===== config.mk =====
export PLATFORM = sky130hd
export DESIGN_NAME = mem_scan_display
export DESIGN_NICKNAME = d
export VERILOG_FILES = /design/src/rtl/mem_scan_display.sv
export SDC_FILE = /design/constraint.sdc
export NUM_CORES = 1
export LEC_CHECK = 0
export CORE_MARGIN = 3
export CORE_UTILIZATION = 35
export DETAILED_ROUTE_END_ITERATION = 10
export DONT_BUFFER_PORTS = 1
export SYNTH_ARGS = -nofsm -noshare
export SYNTH_HDL_FRONTEND = slang
export SYNTH_SLANG_ARGS = --single-unit
export TNS_END_PERCENT = 20

===== constraint.sdc =====
create_clock -name clk_2 -period 3.6 [get_ports clk_2]
set_input_delay 0.72 -clock clk_2 [delete_from_list [all_inputs] [get_ports clk_2]]
set_output_delay 0.72 -clock clk_2 [all_outputs]
set_load 0.05 [all_outputs]

===== src/rtl/mem_scan_display.sv =====
// Read-side scanner for a small switch-written memory: requests one word per
// period (sweeping or holding an address), shadows it and shows it as hex.
module mem_scan_display #(
    parameter int ADDR_WIDTH   = 2,
    parameter int DATA_WIDTH   = 4,
    parameter int DWELL_CYCLES = 4
) (
    input  logic                  clk_2,
    input  logic                  reset_n,
    input  logic                  scan_en,
    input  logic [ADDR_WIDTH-1:0] hold_addr,
    output logic                  rd_en,
    output logic [ADDR_WIDTH-1:0] rd_addr,
    input  logic [DATA_WIDTH-1:0] rd_data,
    output logic [ADDR_WIDTH-1:0] cur_addr,
    output logic [DATA_WIDTH-1:0] cur_data,
    output logic [7:0]            seg,
    output logic                  changed,
    output logic                  sweep_done
);
    localparam int DEPTH = 1 << ADDR_WIDTH;
    localparam int CW    = $clog2(DWELL_CYCLES + 1);
    localparam logic [ADDR_WIDTH-1:0] ADDR_ONE   = ADDR_WIDTH'(1);
    localparam logic [ADDR_WIDTH-1:0] ADDR_LAST  = ADDR_WIDTH'(DEPTH - 1);
    localparam logic [CW-1:0]         DWELL_LOAD = CW'(DWELL_CYCLES);
    localparam logic [CW-1:0]         CNT_ONE    = CW'(1);

    typedef enum logic [1:0] {
        ST_IDLE  = 2'd0,
        ST_REQ   = 2'd1,
        ST_WAIT  = 2'd2,
        ST_DWELL = 2'd3
    } state_t;

    state_t                  state;
    state_t                  state_next;
    logic [CW-1:0]           dwell_cnt;
    logic                    scan_mode;
    logic [ADDR_WIDTH-1:0]   scan_ptr;
    logic [ADDR_WIDTH-1:0]   target;
    logic [DATA_WIDTH-1:0]   shadow [DEPTH];
    logic [DEPTH-1:0]        valid;
    logic                    differs;

    function automatic logic [6:0] hex7(input logic [3:0] v);
        case (v)
            4'h0: hex7 = 7'h3F;  4'h1: hex7 = 7'h06;  4'h2: hex7 = 7'h5B;  4'h3: hex7 = 7'h4F;
            4'h4: hex7 = 7'h66;  4'h5: hex7 = 7'h6D;  4'h6: hex7 = 7'h7D;  4'h7: hex7 = 7'h07;
            4'h8: hex7 = 7'h7F;  4'h9: hex7 = 7'h6F;  4'hA: hex7 = 7'h77;  4'hB: hex7 = 7'h7C;
            4'hC: hex7 = 7'h39;  4'hD: hex7 = 7'h5E;  4'hE: hex7 = 7'h79;  default: hex7 = 7'h71;
        endcase
    endfunction

    always_comb begin
        state_next = state;
        case (state)
            ST_IDLE:  state_next = ST_REQ;
            ST_REQ:   state_next = ST_WAIT;
            ST_WAIT:  state_next = ST_DWELL;
            ST_DWELL: if (dwell_cnt == CNT_ONE) state_next = ST_REQ;
            default:  state_next = ST_IDLE;
        endcase
    end

    // The mode and address are latched on the edge entering REQ, so both
    // rd_en and rd_addr are flop outputs for the whole request cycle.
    assign target  = scan_en ? scan_ptr : hold_addr;
    assign differs = valid[rd_addr] && (shadow[rd_addr] != rd_data);

    always_ff @(posedge clk_2 or negedge reset_n) begin
        if (!reset_n) state <= ST_IDLE;
        else          state <= state_next;
    end

    always_ff @(posedge clk_2 or negedge reset_n) begin
        if (!reset_n) begin
            rd_en      <= 1'b0;
            rd_addr    <= '0;
            scan_mode  <= 1'b0;
            scan_ptr   <= '0;
            dwell_cnt  <= '0;
            cur_addr   <= '0;
            cur_data   <= '0;
            changed    <= 1'b0;
            seg        <= 8'h3F;
            sweep_done <= 1'b0;
            valid      <= '0;
            for (int i = 0; i < DEPTH; i++) shadow[i] <= '0;
        end else begin
            rd_en      <= (state_next == ST_REQ);
            sweep_done <= 1'b0;
            if (state_next == ST_REQ) begin
                rd_addr   <= target;
                scan_mode <= scan_en;
            end
            if (state == ST_DWELL) dwell_cnt <= dwell_cnt - CNT_ONE;
            if (state == ST_WAIT) begin
                cur_addr         <= rd_addr;
                cur_data         <= rd_data;
                shadow[rd_addr]  <= rd_data;
                valid[rd_addr]   <= 1'b1;
                changed          <= differs;
                seg              <= {differs, hex7(rd_data)};
                dwell_cnt        <= DWELL_LOAD;
                sweep_done       <= scan_mode && (rd_addr == ADDR_LAST);
                if (scan_mode) scan_ptr <= scan_ptr + ADDR_ONE;
            end
        end
    end
endmodule

Yosys cells after proc, flatten, opt, wreduce, memory -nomap -nowiden
Memories as Yosys holds them, arrays and structs flattened. A register that Yosys moved wholly into a read port is not among the register bits. Index checks and enable logic that the tools add are counted.

Bits in latches: 0. Output and inout bits: 19. Register bits after elaboration: 47. Input port bits: 9. Word-level logic and storage cells: 56. Bits in writable memories: 0. Memories: 1. Bits in read-only memories: 112.

Memories: (no name shown) (depth 16, width 7, read ports 1, clocked after memory_dff 1, write ports 0, RTL line 46) `case (v)`.

Muxes and demuxes: 16. Shift-type cells: 0. Reduce and logical (&&, ||, !) cells: 8. Equality and inequality tests: 7. Div/mod/pow operators: 0. $add $sub $neg: 2. Multiply operators: 0. Bitwise operators: 2. Order comparisons: 4.

Operators by type and width (count): bitwise mux 16 bit (1); two-way mux 4 bit (3); binary-select mux 4 bit (select 2 bit) (1); demux 4 bit (select 2 bit) (1); one-hot mux 2 bit (4 select lines) (1); equality test 2 bit, second input constant (3); two-way mux 3 bit (2); equality test 2 x 1 -> 1 bit, second input constant (2); logical AND 1 bit (4); two-way mux 2 bit (2); inequality test 4 bit (1); OR 4 bit (1); equality test 3 x 1 -> 1 bit, second input constant (1); >= comparator 3 bit, second input constant (1); less-than comparator 2 x 3 -> 1 bit, second input constant (1); less-than comparator 3 x 1 -> 1 bit, second input constant (1); two-way mux 1 bit (3); inverter 2 -> 3 bit (1); subtractor 3 x 1 -> 3 bit, second input constant (1); adder 2 x 1 -> 2 bit, second input constant (1); binary-select mux 1 bit (select 2 bit) (1); demux 1 bit (select 2 bit) (1); >= comparator 2 x 1 -> 1 bit, second input constant (1); logical NOT 2 bit (1); 3 further kinds (3).

Longest topological paths before layout
Gate-level depths: netlist (run 1).

Word-level depth: 6. Mapped depth: 6.

Worst setup path before layout (run 1)
OpenSTA, ideal clock, no wires.

Kind: register to register. From: reg rd_addr[0]. To: reg changed. Cell stages (with the launch flop): 6. Clock period less this slack: 2.010 ns. Required time: 3.469 ns. Data arrival time: 1.879 ns. Path slack: 1.590 ns. Buffers on the path: 1. Library setup time: 0.131 ns. Cell sequence: dfrtp_1 buf_6 mux4_2 xnor2_1 o41ai_2 o21ai_1.

Cells in the longest elaborated chain, start to end: 6.

RTL lines: start, declared (RTL line 13) `output logic [ADDR_WIDTH-1:0] rd_addr,`; start signal, assigned (RTL line 93) `rd_addr <= target;`; inverter 2 -> 3 bit (implied by the code) (RTL line 68) `assign differs = valid[rd_addr] && (shadow[rd_addr] != rd_data);`; binary-select mux 4 bit (select 2 bit) (RTL line 68); two-way mux 4 bit (implied by the code) (2 in series) (RTL line 68); inequality test 4 bit (RTL line 68); logical AND 1 bit (*) (RTL line 68); end signal, assigned (RTL line 102) `changed <= differs;`; end, declared (RTL line 18) `output logic changed,`.

Mark *: on every way between the ends. The rest lies on a longest branch, timed or not. The select of a mux whose other input is x is not followed. A chain may end at the register's enable or synchronous reset.

Final worst setup path (run 1)
Ends and elaborated chain as after synthesis.

==> out/qor.yml, run 1 <==
floorplanning:
  num_io_pins: 28
  core_um2: 5990
  row_count: 28
  dieArea_um2: 7230
  start_util: 0.365
  die_h_um: 85.1
  die_w_um: 85.1
finish:
  layout.cells.non_filler: 262
  layout-drive-gt1-share: 0.209
  nets: 204
  diodes: 0
  area_growth_syn_to_layout_pct: 5.43
  fillerInstances: 588
pwr:
  p_total_w: 0.00139
  leakagePower_nw: 0.997
  vdd_drop_max_v: 0.000234
  powerDensity_nw_per_um2: 603
synth:
  yosys.area_share.adder: 0.0515
  synth_fp_nets: 210
  synth_seq_area_share: 0.530
  syn_avg_cell_area_um2: 11.4
  synth_cell_types: 35
  yosysWarnings: 0
  synthCells: 192
  yosys.area_share.simple: 0.129
  synth_mux_area_frac: 0.145
  synth_xor_area_frac: 0.0240
  yosys.area.top_type_share: 0.458
  synth_top_family_by_area: "multiplexers"
  synth_compound_area_frac: 0.0795
  yosys-top-cells-area: "dfrtp_1 46%, dfstp_2 7.2%, mux2_2 7.2%"
  synth_area_leader_cell: "dfrtp_1"
  ys_ff_latch: 46
  syn-cell-area_um2: 2190
worst_setup_path:
  worstSetupPathType: "flip-flop to flip-flop"
  cp-start-kind: "flip-flop"
  reg2reg_slack_ns: 1.26
  cp_max_fo: 12
  reg2reg_depth: 4
  worstPathArrival_ns: 2.50
  r2r_end: "changed"
  end_kind: "flip-flop"
  reg2reg_from: "rd_addr[0]"
  required_ns: 3.75
  setup.worst_path.start: "rd_addr[0]"
sta:
  fmax_ghz: 0.427
  finalHoldViolations: 0
  period_share: 0.651
  grt_setup_unrepaired: "no"
  drv_slew: 0
  tightest_slew_ns: 0.944
  min_period_ns: 2.34
  setup_viol: 0
  tns_ns: 0
  finalClockSkew_ns: 0.00973
  setup_slack_ns: 1.26
  hold_slack_ns: 0.102
  slew-limit-headroom: 0.370
routing:
  route.met2.wl_um: 1940
  postRouteAntennaNets: 0
  wl_per_cell_um: 15.4
  via_count: 1297
  drt-initial-drc-count: 73
  drt-met1-wl_um: 1860
  drc: 0
  dr.max_layer_used: "met4"
  drt_wl_total_um: 4030
  wl_met3_um: 167
  drt-pass1-iter-count: 4
  viasPerCell: 4.95
grt:
  grt_use_total: 0.125
  grt_pass1_vias: 1366
  grt_pass1_wl_um: 7090
  antenna_found_initial: 0
  grt-ovfl-total: 0
  grt_start_max_net_pins: 47
place:
  place_ws_ns: 1.25
  portBuffers: 0
  hpwl_um: 2850
  gp_congestion: 0.718
  dp_cells: 254
clock_tree:
  path_clk_slew_ns: 0.09
  cts_root_buf: "clkbuf_8"
  cts.sinks: 46
  clk_latency_ns: 0.30
  cts_max_level: 2
  cts_buffer_depth: 2
  cts_tree: "done"
  post-cts-setup-buffer-count: 0
  cts_resized: 0
  postCtsHoldBufs: 0
  numCtsBuffers: 5
run:
  cap_violations: 0
hold_path:
  min-delay-path-class: "primary input to async pin"
outcome:
  status: "finished, final reports clean"
flip-flops by register name (all words and copies together), names as in the netlist, 2 cells and up:
name / cells
state: 2
scan_ptr: 2
shadow: 16
seg: 7
valid: 4
cur_addr: 2
rd_addr: 2
cur_data: 4
dwell_cnt: 3
how the worst max path moves through the flow:
stage	end	slack [ns]	cells after the start
after global routing	changed	1.09	4
after CTS	changed	1.23	4
after detailed placement	changed	1.25	4
after global placement	changed	1.26	4
final	changed	1.26	4
after floorplan	changed	1.59	5
per-stage QoR:
step | utilization | area (µm²)
after floorplan | - | 2190
after global placement | 0.370 | 2220
after detailed placement | 0.370 | 2220
after CTS | 0.385 | 2310
after global routing | 0.385 | 2310
final | 0.385 | 2310
cells by family after synthesis:
family	count (synthesis)
buf+inv	20
flops	46
xor+xnor	6
mux	22
fa+ha+maj	9
simple gates	60
compound gates	29
cells in the final DEF, fill, tap and decap left out, types with 2 or more instances in the layout:
cell	synthesis	routed
nand2_1	31	31
inv_1	7	7
nand2b_1	6	6
dfstp_2	6	6
mux4_2	5	5
mux2_2	14	14
dfrtp_1	40	40
clkbuf_8	0	5
a21oi_1	4	4
xor2_1	2	2
mux2i_1	2	2
nor2_1	10	10
nor2b_1	2	2
nand3_1	4	4
xnor2_1	4	4
o21ai_0	16	16
ha_1	9	9
or2_2	3	3
o21ai_1	2	2
final cells by class:
class | count | area, µm² | share of cell area
sequential | 46 | 1160 | 0.502
clock inverter | 3 | 21.3 | 0.00922
multi-input combinational | 126 | 937 | 0.406
tap | 75 | 93.8 | 0.0407
clock buffer | 5 | 68.8 | 0.0298
inverter | 7 | 26.3 | 0.0114
Yosys cell counts (all sizes together):
cell    number
a221o        1
nand3b       1
dfstp        6
mux4         6
a22o         1
clkbuf       6
nand3        4
nand2b       6
nor2        10
xnor2        4
dfrtp       40
or2          3
a21oi        4
nor3b        1
nor2b        2
a21o         1
a31oi        1
o41ai        1
xor2         2
nand4b       1
ha           9
nand2       31
a211oi       1
inv          7
o21a         1
nor3         1
mux2i        2
buf          7
mux2        14
o21ai       18
per-layer routing:
metal  global-route usage  vias to the layer above
met5                    0                        -
met4               0.0446                        0
li1                     -                      634
met1                0.159                      632
met2                0.206                       24
met3               0.0340                        7
critical path, stage by stage, from the launching register on:
cell	delay, ns
dfrtp_1	0.96
mux4_1	0.67
xnor2_1	0.15
o41ai_2	0.34
o21ai_1	0.08
where the power goes:
| group | total (W) | leakage [nW] | switching, W | internal, W |
|---|---|---|---|---|
| Combinational | 0.000236 | 0.424 | 0.0000788 | 0.000157 |
| Sequential | 0.000837 | 0.529 | 0.000199 | 0.000638 |
| Clock | 0.000319 | 0.0441 | 0.000182 | 0.000137 |
| Total | 0.00139 | 0.997 | 0.000460 | 0.000931 |
Note: power is estimated with default switching activity, not from simulation.
==> run 2: changes to the inputs <==
Clock period 3.6 ns to 2.1 ns, I/O delays scaled along.
==> out/qor.yml, run 2 (synthesis gave the netlist of run 1 again) <==
outcome:
  status: "finished, final reports clean"
sta:
  tns_ns: 0  # unchanged
  min_period_ns: 1.72  # -0.619 ns
  fmax_ghz: 0.580  # +36%
  period_share: 0.820  # +0.170
  drv_slew: 0  # unchanged
  slew-limit-headroom: 0.657  # +0.287
  tightest_slew_ns: 0.511  # -0.433 ns
  setup_viol: 0  # unchanged
  finalClockSkew_ns: 0.00933  # -0.000400 ns
  finalHoldViolations: 0  # unchanged
  grt_setup_unrepaired: "no"
worst_setup_path:
  cp_slowest_cell: "mux4_2"
  crit_family: "multiplexers"
  end_kind: "flip-flop"
  critPathMaxStageDelay_ns: 0.51  # -0.45 ns
  reg2reg_slack_ns: 0.38  # -0.88 ns
  worstPathArrival_ns: 1.91  # -0.59 ns
  crit_chain: "buf_4 > mux4_2 > xor2_1 > o41ai_2 > o21ai_1"
  critPathBufInv: 1  # +1
  worstSetupPathType: "flip-flop to flip-flop"
  required_ns: 2.29  # -1.46 ns
  cp-start-kind: "flip-flop"
  cp_max_fo: 9  # -3
finish:
  final_cell_mix: "40 x dfrtp_1, 31 x nand2_1, 16 x o21ai_0"
  mostFrequentLayoutCell: "dfrtp_1"
  postLayoutCoreUtil: 0.407  # +0.0217
  largest_reg_flops: 16  # unchanged
  top_register: "shadow"
  top_regs: "shadow (16), seg (7)"
  layout-drive-gt1-share: 0.236  # +0.0273
  nets: 212  # +3.9%
  area_growth_syn_to_layout_pct: 11.4
  diodes: 0  # unchanged
place:
  gp_congestion: 0.744  # +3.6%
  hpwl_um: 2860  # +0.58%
  portBuffers: 0  # unchanged
grt:
  antenna_found_initial: 0  # unchanged
  grt_pass1_wl_um: 6970  # -1.7%
  grt_use_total: 0.126  # +0.000358
  grt_start_max_net_pins: 47  # unchanged
  grt_pass1_vias: 1339  # -2.0%
  grt-ovfl-total: 0  # unchanged
routing:
  drc: 0  # unchanged
  postRouteAntennaNets: 0  # unchanged
  via_count: 1313  # +1.2%
  drt-pass1-iter-count: 4  # unchanged
  drt_wl_total_um: 4100  # +1.8%
  wl_per_cell_um: 15.2  # -1.2%
  drt-initial-drc-count: 64  # -12%
  viasPerCell: 4.86  # -1.8%
pwr:
  pwr-share-clk: 0.295  # +0.066
  power.internal_w: 0.00187  # +100%
  powerDensity_nw_per_um2: 1100  # +83%
  p_switching_w: 0.000813  # +77%
  p_comb_frac: 0.211  # +0.041
  seq_power_share: 0.494  # -0.107
  vdd_drop_max_v: 0.000345  # +47%
  leakagePower_nw: 1.07  # +7.0%
  p_sw_frac: 0.303  # -0.0280
clock_tree:
  cts_root_buf: "clkbuf_8"
  cts_buffer_depth: 2  # unchanged
  numCtsBuffers: 5  # unchanged
  clk_latency_ns: 0.31  # about the same
  post-cts-setup-buffer-count: 0  # unchanged
  cts.sinks: 46  # unchanged
  cts_tree: "done"
  cts_resized: 0  # unchanged
  path_clk_slew_ns: 0.08  # about the same
  cts_max_level: 2  # unchanged
run:
  cap_violations: 0  # unchanged
floorplanning:
  start_util: 0.365  # unchanged
  row_count: 28  # unchanged
  num_io_pins: 28  # unchanged
  dieArea_um2: 7230  # unchanged
  die_w_um: 85.1  # unchanged
  core_um2: 5990  # unchanged
  die_h_um: 85.1  # unchanged
hold_path:
  min-delay-path-class: "primary input to flip-flop"
==> run 2: cell count changes in the layout (fill, tap and decap cells not counted), sizes merged <==
cell         delta
clkinv          -1
bufinv          +2
clkinvlp        -1
dlygate4sd3     +1
buf             +7
==> run 2: per-layer routing <==
layer / wire length, µm / up-vias / track usage
met5: 0 / - / 0
met4: 84 / 0 / 0.0561
met3: 199 / 8 / 0.0427
met2: 1950 / 20 / 0.196
met1: 1870 / 637 / 0.158
li1: - / 648 / -
==> run 2: worst reg2reg max path, delay by kind of cell, from the launching register on <==
kind                      cells  cell delay (ns)
DFF                           1             0.44
AOI/OAI and AO/OA             2             0.28
buffers and inverters         1             0.21
xor gates and xnor gates      1             0.16
muxes                         1             0.51
==> run 2: final timing paths <==
kind / from / to / cells after the start
max: rd_addr[0] / changed / 5
min: rd_data[3] / cur_data[3] / 2
max reg2reg: rd_addr[0] / changed / 5
min reg2reg: valid[2] / valid[2] / 1
max in group asynchronous: reset_n / seg[4] / 2
min in group asynchronous: reset_n / rd_en / 2
==> run 2: final cells by class <==
type                       instances  area (µm²)
clock buffer                       5        68.8
clock inverter                     3        68.8
fill                             555        3550
inverter                           7        26.3
multi-input combinational        126         937
sequential                        46        1160
tap                               75        93.8
timing repair buffer               8        82.6
==> run 2: repair_timing <==
item                                   in CTS  in global routing
endpoints found under the hold margin      46                  0
setup endpoints to repair                   0                  0
hold buffers                                2                  0
==> run 2: metrics by stage <==
stage / cells / hold WS [ns] / power, W / cell area [µm²] / worst slack (ns)
2_1_floorplan: 192 / 0.124 / 0.00180 / 2190 / 0.0900
3_3_place_gp: 260 / 0.126 / 0.00188 / 2260 / 0.400
3_5_place_dp: 260 / 0.126 / 0.00190 / 2260 / 0.372
4_1_cts: 270 / 0.216 / 0.00272 / 2440 / 0.361
5_1_grt: 270 / 0.221 / 0.00284 / 2440 / 0.234
6_report: 270 / 0.226 / 0.00269 / 2440 / 0.377
==> run 2: power groups by stage <==
stage                     clock, W  combinational [W]  sequential (W)
after detailed placement         0           0.000552         0.00135
after floorplan                  0           0.000451         0.00135
after global placement           0           0.000538         0.00135
final                     0.000792           0.000567         0.00133
after global routing      0.000854           0.000620         0.00136
after CTS                 0.000813           0.000578         0.00133
==> run 3: changes to the inputs <==
Clock period 2.1 ns to 1.6 ns, I/O delays scaled along.
==> out/qor.yml, run 3 (synthesis gave the netlist of run 1 again) <==
finish:
  layout-drive-gt1-share: 0.284  # +0.0484
  top_register: "shadow"
  area_growth_syn_to_layout_pct: 12.2
  largest_reg_flops: 16  # unchanged
  ff_latch_area_um2: 1160  # +0.22%
  multiInputGateArea_um2: 933  # -0.40%
  final_cell_mix: "38 x dfrtp_1, 31 x nand2_1, 16 x o21ai_0"
  diodes: 0  # unchanged
  nets: 221  # +4.2%
  fin_area_um2: 2450  # +0.77%
  top_regs: "shadow (16), seg (7)"
  fillerInstances: 572  # +3.1%
  mostFrequentLayoutCell: "dfrtp_1"
sta:
  slew-limit-headroom: 0.664  # +0.00724
  finalClockSkew_ns: 0.00746  # -0.00187 ns
  tightest_slew_ns: 0.504  # -0.00743 ns
  setup_viol: 1  # +1
  min_period_ns: 1.64  # -0.0789 ns
  finalHoldViolations: 0  # unchanged
  grt_setup_unrepaired: "yes"
  drv_slew: 0  # unchanged
  fmax_ghz: 0.608  # +4.8%
  tns_ns: -0.0441  # -0.0441 ns
  period_share: 1.03  # +0.207
  setup_slack_ns: -0.0441  # -0.421 ns
place:
  portBuffers: 0  # unchanged
  gp_congestion: 0.726  # -2.4%
  placed_area_um2: 2330  # +3.1%
  hpwl_um: 2990  # +4.5%
routing:
  postRouteAntennaNets: 0  # unchanged
  drt-initial-drc-count: 37  # -42%
  via_count: 1367  # +4.1%
  drc: 0  # unchanged
  drt-pass1-iter-count: 5  # +1
  viasPerCell: 4.90  # +0.75%
  drt_wl_total_um: 4140  # +0.95%
  wl_per_cell_um: 14.8  # -2.3%
worst_setup_path:
  cp_max_fo: 5  # -4
  worstSetupPathType: "flip-flop to flip-flop"
  setup.worst_path.start: "rd_addr[0]"
  cp_slowest_cell: "mux4_2"
  worstPathArrival_ns: 1.83  # -0.08 ns
  required_ns: 1.79  # -0.50 ns
  critPathMaxStageDelay_ns: 0.52  # about the same
  cp-start-kind: "flip-flop"
  crit_chain: "mux4_2 > xnor2_1 > o41ai_2 > o21ai_1"
  end_kind: "flip-flop"
  reg2reg_from: "rd_addr[0]"
floorplanning:
  die_w_um: 85.1  # unchanged
  dieArea_um2: 7230  # unchanged
  row_count: 28  # unchanged
  core_um2: 5990  # unchanged
  die_h_um: 85.1  # unchanged
  num_io_pins: 28  # unchanged
  start_util: 0.365  # unchanged
grt:
  grt_pass1_wl_um: 6870  # -1.5%
  grt-ovfl-total: 0  # unchanged
  grt_pass1_vias: 1360  # +1.6%
  antenna_found_initial: 0  # unchanged
  grt_use_total: 0.124  # -0.00130
  grt_start_max_net_pins: 47  # unchanged
clock_tree:
  clk_latency_ns: 0.30  # about the same
  numCtsBuffers: 5  # unchanged
  cts.sinks: 46  # unchanged
  post-cts-setup-buffer-count: 0  # unchanged
  cts_tree: "done"
  cts_buffer_depth: 2  # unchanged
  cts_max_level: 2  # unchanged
  path_clk_slew_ns: 0.08  # about the same
  cts_root_buf: "clkbuf_8"
hold_path:
  min-delay-path-class: "primary input to flip-flop"
  worstHoldStart: "rd_data[2]"
outcome:
  status: "finished with violations"
  violations: "setup timing"
pwr:
  leakagePower_nw: 1.08  # +1.4%
  vdd_drop_max_v: 0.000592  # +71%
  powerDensity_nw_per_um2: 1310  # +19%
run:
  cap_violations: 0  # unchanged
-- run 3: changes by cell type in the layout (fill, tap and decap cells not counted), sizes merged --
cell      previous run  this run
clkinvlp             0         1
buf                  7        16
clkinv               1         2
bufinv               2         0
-- run 3: area by class of cell --
type,count,area share
Clock buffer,5,0.0280
Clock inverter,3,0.00866
Inverter,7,0.0107
Multi-Input combinational cell,126,0.380
Sequential cell,46,0.473
Tap cell,75,0.0382
Timing Repair Buffer,17,0.0612
-- run 3: worst paths after layout --
kind,slack [ns],to,cells after the start
max,-0.04,changed,4
min,0.13,cur_data[2],2
max reg2reg,-0.04,changed,4
min reg2reg,0.47,valid[1],1
max in group asynchronous,0.82,seg[5],2
min in group asynchronous,0.52,scan_mode,2
-- run 3: routing by layer --
metal	global-route usage	wire length [µm]	vias to the layer above	share of wire
met5	0	0	-	0
met3	0.0427	207	13	0.050
li1	-	-	670	-
met2	0.199	1990	29	0.48
met4	0.0633	119	0	0.029
met1	0.148	1820	655	0.44
-- run 3: worst max-delay path, delay by kind of cell, from the launching register on --
kind	cells	cell delay, ns
AO/OA/AOI/OAI	2	0.41
XOR/XNOR	1	0.15
flip-flops	1	0.44
multiplexers	1	0.52
-- run 3: power by group --
| part | internal, W | switching (W) | total, W |
|---|---|---|---|
| logic | 0.000402 | 0.000355 | 0.000757 |
| registers | 0.00144 | 0.000314 | 0.00175 |
| clock network | 0.000307 | 0.000407 | 0.000714 |
-- run 3: stage by stage --
step           setup WS [ns]  hold WS (ns)  utilization  instances  power (W)
6_report             -0.0441         0.126        0.410        279    0.00323
4_1_cts              -0.0580         0.115        0.410        279    0.00327
5_1_grt               -0.145         0.112        0.410        279    0.00340
3_5_place_dp          -0.107        0.0259        0.389        269    0.00251
2_1_floorplan         -0.259        0.0244            -        192    0.00236
3_3_place_gp         -0.0700        0.0259        0.389        269    0.00248
-- run 3: repair_timing --
action	4_1_cts	5_1_grt
resized for setup	1	0
setup endpoints to repair	1	3
pin swaps	0	0
hold endpoints to repair	46	0
hold buffers	2	0
